$ cat src/rtl/count_arb_pkg.sv
// ---------------------------------------------------------------------------
// count_pkg
// Shared definitions for the count_arb slice: controller state encoding and
// default sizing for the requester count and counter width.
// ---------------------------------------------------------------------------
package count_pkg;

   // Controller states, binary encoded
   typedef enum logic [1:0] {
      ST_IDLE = 2'd0,
      ST_RUN  = 2'd1,
      ST_DONE = 2'd2
   } state_e;

   // Default number of requesters sharing the engine (legal range 2..8)
   localparam int NREQ_DEF = 4;

   // Default counter / length width in bits
   localparam int CW_DEF = 8;

endpackage : count_pkg

$ cat src/rtl/count_arb_if.sv
// ---------------------------------------------------------------------------
// count_arb_if
// Bundles the requester-side and datapath-side signals of count_arb.
//   req   : request level per requester
//   len   : packed target lengths, requester i at [i*CW +: CW]
//   pause : freezes counting while high
//   gnt   : one-hot owner of the counting engine
//   busy  : engine is occupied by a job
//   cnt   : current count of the active job
//   done  : one-cycle completion pulse to the owner
// Modports: master drives req/len/pause, slave (count_arb) drives the rest.
// ---------------------------------------------------------------------------
interface count_arb_if
   import count_pkg::*;
#(
   parameter int NREQ = NREQ_DEF,
   parameter int CW   = CW_DEF
);

   logic [NREQ-1:0]    req;
   logic [NREQ*CW-1:0] len;
   logic               pause;
   logic [NREQ-1:0]    gnt;
   logic               busy;
   logic [CW-1:0]      cnt;
   logic [NREQ-1:0]    done;

   modport master (
      output req, len, pause,
      input  gnt, busy, cnt, done
   );

   modport slave (
      input  req, len, pause,
      output gnt, busy, cnt, done
   );

endinterface : count_arb_if

$ cat src/rtl/count_arb_rr_pick.sv
// ---------------------------------------------------------------------------
// rr_pick
// Purely combinational round-robin selector. The search starts at the
// requester just after 'last' and wraps around, so the most recent owner is
// considered last.
//   req    : request vector
//   last   : index of the previous owner
//   winner : one-hot selected requester (all zero when nothing requests)
//   valid  : at least one request is pending
// ---------------------------------------------------------------------------
module rr_pick #(
   parameter int NREQ = 4,
   parameter int LW   = $clog2(NREQ)
) (
   input  logic [NREQ-1:0] req,
   input  logic [LW-1:0]   last,
   output logic [NREQ-1:0] winner,
   output logic            valid
);

   logic found;

   // Walk the priority order last+1, last+2, ... and take the first set bit.
   // The inner loop only ever indexes with its own constant loop variable,
   // which keeps the selection free of variable bit indexing.
   always_comb begin
      winner = '0;
      found  = 1'b0;
      for (int k = 1; k <= NREQ; k++) begin
         for (int i = 0; i < NREQ; i++) begin
            if (!found && req[i] && (((int'(last) + k) % NREQ) == i)) begin
               winner[i] = 1'b1;
               found     = 1'b1;
            end
         end
      end
   end

   assign valid = |req;

endmodule : rr_pick

$ cat src/rtl/count_arb.sv
// ---------------------------------------------------------------------------
// count_arb
// Shares one counting engine between NREQ requesters. Requests are arbitrated
// round-robin while idle; the winner's length is latched and counted from 0
// up to that length, after which the owner receives a one-cycle done pulse.
//   ck   : clock, rising edge
//   rst  : synchronous active-high reset
//   bus  : count_arb_if.slave (req/len/pause in, gnt/busy/cnt/done out)
// Optional build macro COUNT_ARB_ABORT_EN: when defined, an owner that drops
// its request during counting abandons the job without a done pulse.
// ---------------------------------------------------------------------------
module count_arb
   import count_pkg::*;
#(
   parameter int NREQ = NREQ_DEF,
   parameter int CW   = CW_DEF
) (
   input  logic        ck,
   input  logic        rst,
   count_arb_if.slave  bus
);

   localparam int LW = $clog2(NREQ);

   state_e              state;
   state_e              state_nx;
   logic [NREQ-1:0]     gnt_q;
   logic [CW-1:0]       cnt_q;
   logic [CW-1:0]       len_q;
   logic [LW-1:0]       last_q;
   logic [NREQ-1:0]     pick_oh;
   logic                pick_valid;
   logic [CW-1:0]       pick_len;
   logic [LW-1:0]       owner_idx;
   logic                cnt_last;
`ifdef COUNT_ARB_ABORT_EN
   logic                own_req;
`endif

   rr_pick #(
      .NREQ (NREQ),
      .LW   (LW)
   ) u_pick (
      .req    (bus.req),
      .last   (last_q),
      .winner (pick_oh),
      .valid  (pick_valid)
   );

   // Translate the one-hot winner into its length and the held grant into an
   // owner index, using constant loop indices only.
   always_comb begin
      pick_len  = '0;
      owner_idx = '0;
      for (int i = 0; i < NREQ; i++) begin
         if (pick_oh[i]) begin
            pick_len = bus.len[i*CW +: CW];
         end
         if (gnt_q[i]) begin
            owner_idx = LW'(i);
         end
      end
   end

   // cnt never exceeds len_q while running, so this increment cannot wrap.
   assign cnt_last = ((cnt_q + CW'(1)) == len_q);

`ifdef COUNT_ARB_ABORT_EN
   assign own_req = |(bus.req & gnt_q);
`endif

   // State register
   always_ff @(posedge ck) begin
      if (rst) begin
         state <= ST_IDLE;
      end else begin
         state <= state_nx;
      end
   end

   // Next-state logic. A zero-length job skips RUN and completes on its
   // first granted cycle.
   always_comb begin
      state_nx = state;
      case (state)
         ST_IDLE: begin
            if (pick_valid) begin
               state_nx = (pick_len == '0) ? ST_DONE : ST_RUN;
            end
         end
         ST_RUN: begin
`ifdef COUNT_ARB_ABORT_EN
            if (!own_req) begin
               state_nx = ST_IDLE;
            end else
`endif
            if (!bus.pause && cnt_last) begin
               state_nx = ST_DONE;
            end
         end
         ST_DONE: begin
            state_nx = ST_IDLE;
         end
         default: begin
            state_nx = ST_IDLE;
         end
      endcase
   end

   // Job registers: grant, latched length, count and round-robin pointer.
   // The pointer moves to the owner only when the job leaves the engine, so
   // a requester that stays asserted is served after everyone else pending.
   always_ff @(posedge ck) begin
      if (rst) begin
         gnt_q  <= '0;
         cnt_q  <= '0;
         len_q  <= '0;
         last_q <= LW'(NREQ - 1);
      end else begin
         case (state)
            ST_IDLE: begin
               if (pick_valid) begin
                  gnt_q <= pick_oh;
                  len_q <= pick_len;
                  cnt_q <= '0;
               end
            end
            ST_RUN: begin
`ifdef COUNT_ARB_ABORT_EN
               if (!own_req) begin
                  gnt_q  <= '0;
                  last_q <= owner_idx;
               end else
`endif
               if (!bus.pause) begin
                  cnt_q <= cnt_q + CW'(1);
               end
            end
            ST_DONE: begin
               gnt_q  <= '0;
               last_q <= owner_idx;
            end
            default: begin
               gnt_q <= '0;
            end
         endcase
      end
   end

   assign bus.gnt  = gnt_q;
   assign bus.busy = (state == ST_RUN) || (state == ST_DONE);
   assign bus.cnt  = cnt_q;
   assign bus.done = (state == ST_DONE) ? gnt_q : '0;

endmodule : count_arb

$ cat src/flat_wrapper.sv
// flat-port wrapper written by rule: the top's interface ports become plain ports
module count_arb_flat import count_pkg::*;
#(
   parameter int NREQ = NREQ_DEF,
   parameter int CW   = CW_DEF
)
  (ck, rst, bus_req, bus_len, bus_pause, bus_gnt, bus_busy, bus_cnt, bus_done);
  count_arb_if #(.NREQ(NREQ), .CW(CW)) bus_i ();
  input  logic ck;
  input  logic rst;
  input wire logic [$bits(bus_i.req)-1:0] bus_req;
  input wire logic [$bits(bus_i.len)-1:0] bus_len;
  input wire logic [$bits(bus_i.pause)-1:0] bus_pause;
  output wire logic [$bits(bus_i.gnt)-1:0] bus_gnt;
  output wire logic [$bits(bus_i.busy)-1:0] bus_busy;
  output wire logic [$bits(bus_i.cnt)-1:0] bus_cnt;
  output wire logic [$bits(bus_i.done)-1:0] bus_done;
  assign bus_i.req = bus_req;
  assign bus_i.len = bus_len;
  assign bus_i.pause = bus_pause;
  assign bus_gnt = bus_i.gnt;
  assign bus_busy = bus_i.busy;
  assign bus_cnt = bus_i.cnt;
  assign bus_done = bus_i.done;
  count_arb #(.NREQ(NREQ), .CW(CW)) u_core (.ck(ck), .rst(rst), .bus(bus_i));
endmodule
$ cat config.mk
export PLATFORM = sky130hd
export DESIGN_NAME = count_arb_flat
export DESIGN_NICKNAME = d
export VERILOG_FILES = /design/src/rtl/count_arb_pkg.sv /design/src/rtl/count_arb_if.sv /design/src/rtl/count_arb_rr_pick.sv /design/src/rtl/count_arb.sv /design/src/flat_wrapper.sv
export SDC_FILE = /design/constraint.sdc
export NUM_CORES = 1
export LEC_CHECK = 0
export ABC_AREA = 1
export CAP_MARGIN = 10
export CORE_ASPECT_RATIO = 1.1
export CORE_UTILIZATION = 44
export CTS_CLUSTER_SIZE = 14
export DETAILED_ROUTE_END_ITERATION = 7
export GPL_TIMING_DRIVEN = 0
export PLACE_DENSITY = 0.85
export SYNTH_ARGS = -nofsm -noshare
export SYNTH_HDL_FRONTEND = slang
export SYNTH_HIERARCHICAL = 1
export SYNTH_SLANG_ARGS = --single-unit
$ cat constraint.sdc
create_clock -name ck -period 2.6 [get_ports ck]
set_input_delay 0.52 -clock ck [delete_from_list [all_inputs] [get_ports ck]]
set_output_delay 0.52 -clock ck [all_outputs]
set_load 0.01 [all_outputs]
# Word level (Yosys, flattened, before mapping)
# Index checks and enable logic that the tools add are counted.
[word_totals]
elab_cells = 145
output_inout_bits = 17
reg_bits = 24
input_bits = 39
[op_classes]
n_eq_ne = 18
mux = 47
n_reduce_logical = 65
n_bitwise = 5
add_sub_neg = 5
[ops]
columns = ["operator", "n"]
rows = [
  ["$logic_not A32 Y1", 4],
  ["$mux W8", 6],
  ["$logic_and A1 B1 Y1", 32],
  ["$mux W1", 31],
  ["$eq A3 B3 Y1 const B", 8],
  ["$logic_not A1 Y1", 16],
  ["$pmux W8 S2", 1],
  ["$eq A3 B2 Y1 const B", 4],
  ["$mux W2", 5],
  ["$add A8 B1 Y8 const B", 1],
  ["$eq A8 B8 Y1", 1],
  ["$logic_not A8 Y1", 1],
  ["$mux W4", 2],
  ["$pmux W4 S2", 1],
  ["$reduce_or A2 Y1", 4],
  ["$reduce_and A2 Y1", 3],
  ["$add A2 B1 Y2 const B", 2],
  ["$add A2 B2 Y2 const B", 2],
  ["$and A1 B1 Y1 const A", 4],
  ["$ne A2 B1 Y1 const B", 2],
  ["$pmux W2 S2", 1],
  ["$reduce_or A4 Y1", 1],
  ["$reduce_and A3 Y1", 1],
  ["$eq A2 B1 Y1 const B", 1],
  ["6 further kinds", 6],
]

# Longest topological paths before layout
# Gate-level depths: netlist of the first run.
[logic_depth]
ltp_word = 71
ltp_mapped = 26
mapped_depth_nobuf = 25

# Cells and area by module
# The synthesis of the first run kept the hierarchy.
[by_module_without_submodules]
columns = ["module", "area_each_um2", "n_inst", "cells_each", "seq_area_each_um2"]
rows = [
  ["count_arb", 1679.1, 1, 285, 480.5],
  ["rr_pick", 297.8, 1, 54, 0.0],
]

# Worst setup path before layout of the first run
# Ideal clock, no wire load.
[synth_timing]
path_kind = "input to register"
start = "input bus_req[3]"
end = "register u_core.state[1]"
arrival_time_ns = 2.441
required_ns = 2.536
cell_stages = 22
setup_slack_ns = 0.095
setup_ns = 0.064
path_buffers = 1
cell_sequence = "inv_1 -> nor3_1 -> nor2_2 -> nand4_2 -> nor2_4 -> nand4_4 -> nor2_4 -> nand2_1 -> o21bai_1 -> buf_4 -> nor2_1 -> nand2_1 -> nand2_1 -> a21boi_0 -> nand2_1 -> nor2_1 -> nand2_1 -> nand2_1 -> nand2_1 -> nand2_1 -> nand2_1 -> nor2_1"
[synth_between]
elab_cells_between_ends = 74
classes_between = "eq/ne (1); mux (32); reduce/logical (41)"
[synth_rtl]
columns = ["item", "line", "rtl"]
rows = [
  ["start, declared", "flat_wrapper.sv:11", "input wire logic [$bits(bus_i.req)-1:0] bus_req;"],
  ["$logic_and A1 B1 Y1 (2 in a row)", "count_arb_rr_pick.sv:31", "if (!found && req[i] && (((int'(last) + k) % NREQ) == i)) begin"],
  ["$mux W1", "count_arb_rr_pick.sv:31", ""],
  ["$logic_not A1 Y1", "count_arb_rr_pick.sv:31", ""],
  ["$logic_and A1 B1 Y1 (2 in a row)", "count_arb_rr_pick.sv:31", ""],
  ["$mux W1", "count_arb_rr_pick.sv:31", ""],
  ["$logic_not A1 Y1", "count_arb_rr_pick.sv:31", ""],
  ["$logic_and A1 B1 Y1 (2 in a row)", "count_arb_rr_pick.sv:31", ""],
  ["$mux W1", "count_arb_rr_pick.sv:31", ""],
  ["[... 29 more ...]", "--", ""],
  ["$logic_and A1 B1 Y1 (2 in a row)", "count_arb_rr_pick.sv:31", ""],
  ["$mux W1 (*)", "count_arb_rr_pick.sv:31", ""],
  ["via u_core.pick_oh[1]", "count_arb.sv:31", "logic [NREQ-1:0] pick_oh;"],
  ["$mux W8 (*) (3 in a row)", "count_arb.sv:56", "if (pick_oh[i]) begin"],
  ["$logic_not A8 Y1 (*)", "count_arb.sv:88", "state_nx = (pick_len == '0) ? ST_DONE : ST_RUN;"],
  ["$mux W2 (*)", "count_arb.sv:88", ""],
  ["$mux W2 (*)", "count_arb.sv:87", "if (pick_valid) begin"],
  ["$pmux W2 S2 (*)", "count_arb.sv:85", "case (state)"],
  ["end signal, assigned", "count_arb.sv:77", "state <= state_nx;"],
  ["end, declared", "count_arb.sv:25", "state_e state;"],
]
# The timed path passes the listed nets; every way through them passes the cells marked *. The select of a mux whose other input is x is not followed.
# A chain may end at the register's enable or synchronous reset.

# Worst setup path after layout of the first run
[layout_timing]
start = "register u_core.last_q[0]"
end = "register u_core.state[1]"
[layout_between]
elab_cells_between_ends = 112
classes_between = "add/sub (4); eq/ne (12); mux (37); bitwise (4); reduce/logical (55)"
[layout_rtl]
columns = ["item", "line", "rtl"]
rows = [
  ["start, declared", "count_arb.sv:30", "logic [LW-1:0] last_q;"],
  ["start signal, assigned", "count_arb.sv:118", "last_q <= LW'(NREQ - 1);"],
  ["start signal, assigned", "count_arb.sv:141", "last_q <= owner_idx;"],
  ["$add A2 B1 Y2", "count_arb_rr_pick.sv:31", ""],
  ["$reduce_or A2 Y1 (no source line)", "--", ""],
  ["$and A1 B1 Y1 (no source line)", "--", ""],
  ["$logic_not A32 Y1", "count_arb_rr_pick.sv:31", ""],
  ["$logic_and A1 B1 Y1", "count_arb_rr_pick.sv:31", ""],
  ["$mux W1", "count_arb_rr_pick.sv:31", ""],
  ["$logic_not A1 Y1", "count_arb_rr_pick.sv:31", ""],
  ["$logic_and A1 B1 Y1 (2 in a row)", "count_arb_rr_pick.sv:31", ""],
  ["[... 50 more ...]", "--", ""],
  ["$logic_and A1 B1 Y1 (2 in a row)", "count_arb_rr_pick.sv:31", ""],
  ["$mux W1 (*)", "count_arb_rr_pick.sv:31", ""],
  ["via u_core.pick_oh[2]", "count_arb.sv:31", ""],
  ["$mux W8 (*) (2 in a row)", "count_arb.sv:56", ""],
  ["$logic_not A8 Y1 (*)", "count_arb.sv:88", ""],
  ["$mux W2 (*)", "count_arb.sv:88", ""],
  ["$mux W2 (*)", "count_arb.sv:87", ""],
  ["$pmux W2 S2 (*)", "count_arb.sv:85", ""],
]
# Marks and branches as above.

==> qor.tcl, run 1 <==
set qor(grt.met3_usage) 0.0299
set qor(clockRootBuffer) {sky130_fd_sc_hd__clkbuf_8}
set qor(groute.usage.overall) 0.260
set qor(vdd.ir_drop.worst_mv) 0.465
set qor(synth_seq_area_share) 0.243
set qor(drt_pass1_iterations) 4
set qor(hpwlAfterDp_um) 4070
set qor(tightestPinTransition_ns) 0.549
set qor(reg2regPathDepth) 23
set qor(max-cap-violations) 0
set qor(use_met1) 0.326
set qor(io_buffers) 55
set qor(grt_pass1_wl_um) 9780
set qor(layout.cells.non_filler) 474
set qor(grt.overflow.total) 0
set qor(timing.final.ws_setup_ns) -0.172
set qor(design.die.area_um2) 4770
set qor(use_met2) 0.433
set qor(timing.critical_path.from_type) {register}
set qor(power.static_leakage_nw) 1.39
set qor(cts_inserted_buffers) 3
set qor(worst-setup-path-type) {register to register}
set qor(die_h_um) 72.3
set qor(chipWidth_um) 65.9
set qor(grt_max_degree) 15
set qor(final_nets) 464
set qor(drc_errors) 0
set qor(drt_iter0_drc) 147
set qor(final_max_slew_viol_count) 0
set qor(vias_per_cell) 5.24
set qor(synth_area_per_cell_um2) 5.83
set qor(drt.antenna.violating_nets) 0
set qor(path_clk_slew_ns) 0.09
set qor(synthesis.area_um2) 1980
set qor(gpl.final_weighted_congestion) 0.878
set qor(hold_viol_final) 0
set qor(routed_wirelength_um) 6210
set qor(hold_path_depth) 2
set qor(synth_seq_cells) 24
set qor(synth.net_count) 382
set qor(yosysWarningCount) 6
set qor(clock_latency_ns) 0.27
set qor(post-route-min-period_ns) 2.77
set qor(area_delta_synth_final_pct) 53.7
set qor(ys_types) 30
set qor(outcome) {finished, violations left}
set qor(clock-sinks) 24
set qor(htree_num_levels) 1
set qor(timing.hold.worst.class) {register to register}
set qor(io_pins) 56
set qor(core_area_um2) 4320
set qor(finalClockSkew_ns) 0.00158
set qor(globalRoute.busiestLayer) {met2}
set qor(fmax_ghz) 0.361
set qor(route.vias.total) 2486
set qor(critical_path_arrival_ns) 2.99
set qor(tritoncts) {built}
set qor(dp.cells) 448
set qor(timing.max_slew.rel_slack) 0.632
set qor(antenna_violations_before_repair) 0
set qor(drive_gt1_frac) 0.229
set qor(buffer_depth_of_the_longest_clock_path) 2
set qor(std_cell_rows) 25
set qor(detailedPlace.worstSlack_ns) -0.941
set qor(power.density_cell_area_nw_per_um2) 942
set qor(critPathRequiredTime_ns) 2.81
set qor(number_of_antenna_diodes) 0
set qor(syn_inst_count) 339
set qor(rsz0062_at_grt) {yes}
set qor(failed_checks) {negative setup slack}
set qor(report.final.setup_viol) 2
set qor(initial_core_util) 0.458
set qor(wire_per_inst_um) 13.1
set qor(grt_pass1_vias) 2298
set qor(crit_path_end_kind) {register}
set qor(cp_max_fo) 8
set qor(final.period_utilization) 1.07
==> worst max-delay path, cell delays in order, from the launching register on <==
cell and delay [ns]:
sky130_fd_sc_hd__dfxtp_4 0.46, sky130_fd_sc_hd__nor2_4 0.05, sky130_fd_sc_hd__nand2_2 0.10, sky130_fd_sc_hd__nand3_4 0.09
sky130_fd_sc_hd__nor2_4 0.12, sky130_fd_sc_hd__nand4_4 0.11, sky130_fd_sc_hd__nor2_4 0.16, sky130_fd_sc_hd__nand4_4 0.11
sky130_fd_sc_hd__nor2_4 0.14, sky130_fd_sc_hd__nand4_1 0.14, sky130_fd_sc_hd__nand2_1 0.13, sky130_fd_sc_hd__buf_6 0.13
sky130_fd_sc_hd__inv_6 0.05, sky130_fd_sc_hd__nor2_4 0.09, sky130_fd_sc_hd__nor2_2 0.04, sky130_fd_sc_hd__a21boi_2 0.18
sky130_fd_sc_hd__nand2_1 0.11, sky130_fd_sc_hd__nor2_4 0.15, sky130_fd_sc_hd__nand2_1 0.07, sky130_fd_sc_hd__nand2_1 0.06
sky130_fd_sc_hd__nand2_1 0.05, sky130_fd_sc_hd__nand2_1 0.05, sky130_fd_sc_hd__nand2_1 0.04, sky130_fd_sc_hd__nor2_1 0.09
==> flip-flops by register name, indices dropped and copies added (netlist names) <==
signal / count
u_core/bus.cnt: 8
u_core/len_q: 8
u_core/bus.gnt: 4
u_core/last_q: 2
u_core/state: 2
==> per-stage QoR <==
step	util	power (mW)	cell area (µm²)	hold WS (ns)	TNS (ns)
after detailed placement	0.601	1.92	2590	0.478	-5.84
after floorplan	-	1.54	1980	0.479	0
after global placement	0.601	1.88	2590	0.468	-4.75
after global routing	0.704	3.10	3040	0.519	-0.603
after CTS	0.656	2.52	2830	0.492	-0.154
final	0.704	2.86	3040	0.490	-0.239
==> cell type report <==
cell class	instances	area, µm²
well taps	54	67.6
plain buffers	7	63.8
clock inverters	1	30.0
clock buffers	3	41.3
repair buffers	77	708
flip-flops and latches	24	488
inverters	53	206
fillers	341	1280
multi-input cells	255	1430
==> Yosys cell counts, drive strengths merged <==
cell type,instances,area share
buf,5,0.020
clkbuf,2,0.0038
nand2,108,0.21
nor3b,1,0.0038
o211ai,7,0.027
o21a,1,0.0038
a21oi,26,0.066
clkinv,1,0.0019
inv,52,0.099
ha,4,0.025
nand4,10,0.042
nor3,1,0.0025
o21ai,4,0.010
o21bai,1,0.0038
nand3b,2,0.0076
nor2,46,0.11
nand3,40,0.11
dfxtp,24,0.24
a21boi,4,0.015
==> path summary, 6_finish.rpt <==
path                          start  slack (ns)                 to
setup / recovery   u_core/last_q[0]       -0.17    u_core/state[1]
hold / removal    u_core/bus.gnt[3]        0.49  u_core/bus.gnt[3]
setup reg to reg   u_core/last_q[0]       -0.17    u_core/state[1]
hold reg to reg   u_core/bus.gnt[3]        0.49  u_core/bus.gnt[3]
==> cell usage in the layout, fill, tap and decap left out, types with 8 or more instances in the layout <==
| master | count |
|---|---|
| sky130_fd_sc_hd__nor2_1 | 28 |
| sky130_fd_sc_hd__nor2_4 | 10 |
| sky130_fd_sc_hd__nand2_1 | 96 |
| sky130_fd_sc_hd__nand2_2 | 12 |
| sky130_fd_sc_hd__clkdlybuf4s50_1 | 51 |
| sky130_fd_sc_hd__dfxtp_1 | 22 |
| sky130_fd_sc_hd__buf_4 | 19 |
| sky130_fd_sc_hd__a21oi_2 | 10 |
| sky130_fd_sc_hd__nand4_1 | 8 |
| sky130_fd_sc_hd__a21oi_1 | 16 |
| sky130_fd_sc_hd__inv_1 | 46 |
| sky130_fd_sc_hd__nor2_2 | 8 |
| sky130_fd_sc_hd__nand3_1 | 35 |
==> where the power goes <==
group          total, mW  switching [mW]  internal, mW
clock              0.330           0.124         0.206
combinational       1.96            1.10         0.857
sequential         0.571           0.106         0.465
==> routing by layer <==
metal,wire length (µm),up-vias
met5,0,-
met4,260,0
met3,257,24
met2,3080,90
met1,2610,1123
li1,-,1249
==> logic make-up (layout without fill, tap and decap cells) <==
| family | after synthesis | in the layout | synth area share |
|---|---|---|---|
| AO/OA/AOI/OAI | 43 | 43 | 0.125 |
| AND/OR/NAND/NOR | 208 | 208 | 0.482 |
| flip-flops | 24 | 24 | 0.243 |
| buffers and inverters | 60 | 141 | 0.125 |
| adder cells (fa/ha/maj) | 4 | 4 | 0.0253 |
==> what timing repair did <==
action	4_1_cts	5_1_grt
endpoints found under the hold margin	0	0
hold buffers	0	0
resized for setup	36	52
pin swaps	15	31
endpoints found under the setup margin	10	10
buffers inserted	15	8
cloned	1	0
(Power assumes the default switching activity.)
==> run 2, diff against run 1 <==
--- a/config.mk
+++ b/config.mk
@@ -12,6 +12,7 @@
 export CTS_CLUSTER_SIZE = 14
 export DETAILED_ROUTE_END_ITERATION = 7
 export GPL_TIMING_DRIVEN = 0
+export HOLD_SLACK_MARGIN = 0.02
 export PLACE_DENSITY = 0.85
 export SYNTH_ARGS = -nofsm -noshare
 export SYNTH_HDL_FRONTEND = slang
==> results of run 2 <==
No change in the layout: final DEF, timing and power equal those of run 1.
==> run 3, diff against run 2 <==
--- a/config.mk
+++ b/config.mk
@@ -13,6 +13,7 @@
 export DETAILED_ROUTE_END_ITERATION = 7
 export GPL_TIMING_DRIVEN = 0
 export HOLD_SLACK_MARGIN = 0.02
+export MAX_ROUTING_LAYER = met4
 export PLACE_DENSITY = 0.85
 export SYNTH_ARGS = -nofsm -noshare
 export SYNTH_HDL_FRONTEND = slang
==> run 3 against run 2 <==
The flow still finishes with violations (negative setup slack). Via count is 0.24% higher. Critical endpoint unchanged. Wire length up 0.82%. Combinational power is essentially flat. Die area unchanged. Highest routed layer unchanged. Non-clock buffer count did not move.
==> qor.tcl, run 3 (synthesis gave the netlist of run 1 again) <==
set qor(std_cell_rows) 25
set qor(critPathRequiredTime_ns) 2.81
set qor(max-cap-violations) 0
set qor(cp_slowest_stage_delay_ns) 0.46
set qor(post_cts_hold_buffer_count) 0
set qor(commonest_non_fill_non_tap_cells_in_the_layout) {sky130_fd_sc_hd__nand2_1, sky130_fd_sc_hd__clkdlybuf4s50_1, sky130_fd_sc_hd__inv_1}
set qor(io_pins) 56
set qor(power.density_cell_area_nw_per_um2) 945
set qor(path_clk_slew_ns) 0.09
set qor(crit_top_cell) {sky130_fd_sc_hd__nand2_1}
set qor(mostFrequentLayoutCell) {sky130_fd_sc_hd__nand2_1}
set qor(postLayoutCellArea_um2) 3030
set qor(worstHoldStart) {u_core/bus.gnt[3]}
set qor(io_buffers) 55
set qor(final_nets) 464
set qor(gpl.final_weighted_congestion) 0.892
set qor(groute.usage.overall) 0.267
set qor(clock-sinks) 24
set qor(whs_ns) 0.491
set qor(htree_num_levels) 1
set qor(outcome) {finished, violations left}
set qor(grt_pass1_wl_um) 9780
set qor(vias_per_cell) 5.26
set qor(grt_max_degree) 15
set qor(tightestPinTransition_ns) 0.574
set qor(drc_errors) 0
set qor(area_delta_synth_final_pct) 53.1
set qor(failed_checks) {negative setup slack}
set qor(timing.critical_path.buf_inv) 2
set qor(drt_iter0_drc) 194
set qor(drt.antenna.violating_nets) 0
set qor(die_h_um) 72.3
set qor(fmax_ghz) 0.357
set qor(timing.critical_path.from_type) {register}
set qor(chipWidth_um) 65.9
set qor(critical_path_arrival_ns) 3.01
set qor(regToRegStartpoint) {u_core/last_q[0]}
set qor(drt_pass1_iterations) 4
set qor(routed_wirelength_um) 6260
set qor(hpwlAfterDp_um) 4070
set qor(buffer_depth_of_the_longest_clock_path) 2
set qor(clock_latency_ns) 0.27
set qor(worst-setup-path-type) {register to register}
set qor(cpLargestDelayFamily) {simple AND/OR/NAND/NOR gates}
set qor(route.vias.total) 2492
set qor(core_area_um2) 4320
set qor(post-route-min-period_ns) 2.80
set qor(cp_max_fo) 8
set qor(rsz0062_at_grt) {yes}
set qor(hold_viol_final) 0
set qor(initial_core_util) 0.458
set qor(timing.max_slew.rel_slack) 0.616
set qor(final_max_slew_viol_count) 0
set qor(post-route-util) 0.701
set qor(design.die.area_um2) 4770
set qor(timing.hold.worst.class) {register to register}
set qor(grt.overflow.total) 0
set qor(vdd.ir_drop.worst_mv) 0.467
set qor(drive_gt1_frac) 0.221
set qor(critPathSlowestCell) {sky130_fd_sc_hd__dfxtp_4}
set qor(cp_cell_sequence) {nor2_4 -> nand2_2 -> nand3_4 -> nor2_4 -> nand4_4 -> nor2_4 -> nand4_4 -> nor2_4 -> nand4_1 -> nand2_1 -> buf_6 -> inv_6 -> nor2_2 -> nor2_1 -> a21boi_2 -> nand2_1 -> nor2_2 -> nand2_1 -> nand2_1 -> nand2_1 -> nand2_1 -> nand2_1 -> nor2_1}
set qor(finalClockSkew_ns) 0.00472
set qor(crit_path_from) {u_core/last_q[0]}
set qor(number_of_antenna_diodes) 0
set qor(cts_inserted_buffers) 3
set qor(timing.final.ws_setup_ns) -0.199
set qor(crit_path_end_kind) {register}
set qor(grt_pass1_vias) 2301
set qor(report.final.setup_viol) 2
set qor(power.static_leakage_nw) 1.38
set qor(total_power_mw) 2.86
set qor(tritoncts) {built}
set qor(antenna_violations_before_repair) 0
set qor(final.period_utilization) 1.08
set qor(clockRootBuffer) {sky130_fd_sc_hd__clkbuf_8}
set qor(wire_per_inst_um) 13.2
set qor(placement.cell_area_um2) 2590
run 3: final cells by class:
type / count / area [µm²]
fill: 348 / 1290
clock inverter: 1 / 30.0
timing repair buffer: 77 / 704
multi-input combinational: 255 / 1420
clock buffer: 3 / 41.3
tap: 54 / 67.6
sequential: 24 / 488
inverter: 53 / 209
buffer: 7 / 63.8
run 3: stage by stage:
| stage | TNS, ns | cells | worst slack (ns) |
|---|---|---|---|
| 4_1_cts | -0.154 | 468 | -0.101 |
| 3_3_place_gp | -4.75 | 448 | -0.840 |
| 6_report | -0.290 | 474 | -0.199 |
| 3_5_place_dp | -5.84 | 448 | -0.941 |
| 5_1_grt | -0.605 | 474 | -0.363 |
| 2_1_floorplan | 0 | 339 | 0.0950 |
run 3: path summary, 6_finish.rpt:
check                                          to  slack [ns]  depth (start not counted)
worst max register to register    u_core/state[1]       -0.20                         23
worst max-delay path              u_core/state[1]       -0.20                         23
worst min register to register  u_core/bus.gnt[3]        0.49                          2
worst min-delay path            u_core/bus.gnt[3]        0.49                          2
run 3: where the power goes:
group / internal [mW] / total (mW) / switching (mW) / leakage [nW]
Combinational: 0.850 / 1.95 / 1.10 / 1.15
Clock: 0.206 / 0.334 / 0.128 / 0.0357
Sequential: 0.465 / 0.571 / 0.105 / 0.196
Total: 1.52 / 2.86 / 1.34 / 1.38
run 3: metal layers:
| metal | part of all wire | GRT usage | vias up |
|---|---|---|---|
| met5 | 0 | - | - |
| met4 | 0.043 | 0.135 | 0 |
| met3 | 0.047 | 0.0299 | 28 |
| met2 | 0.49 | 0.434 | 102 |
| met1 | 0.42 | 0.324 | 1111 |
| li1 | - | - | 1251 |
run 3: worst reg2reg max path: cells and delay by family (launching register included):
family	cells	cell delay, ns
AO/OA/AOI/OAI	1	0.18
AND/OR/NAND/NOR	20	1.95
buffers and inverters	2	0.18
flip-flops	1	0.46
run 3: what timing repair did:
item / in CTS / in global routing
setup endpoints to repair: 10 / 10
resized for setup: 36 / 49
pin swaps: 15 / 30
setup buffers: 15 / 8
gates cloned: 1 / 0
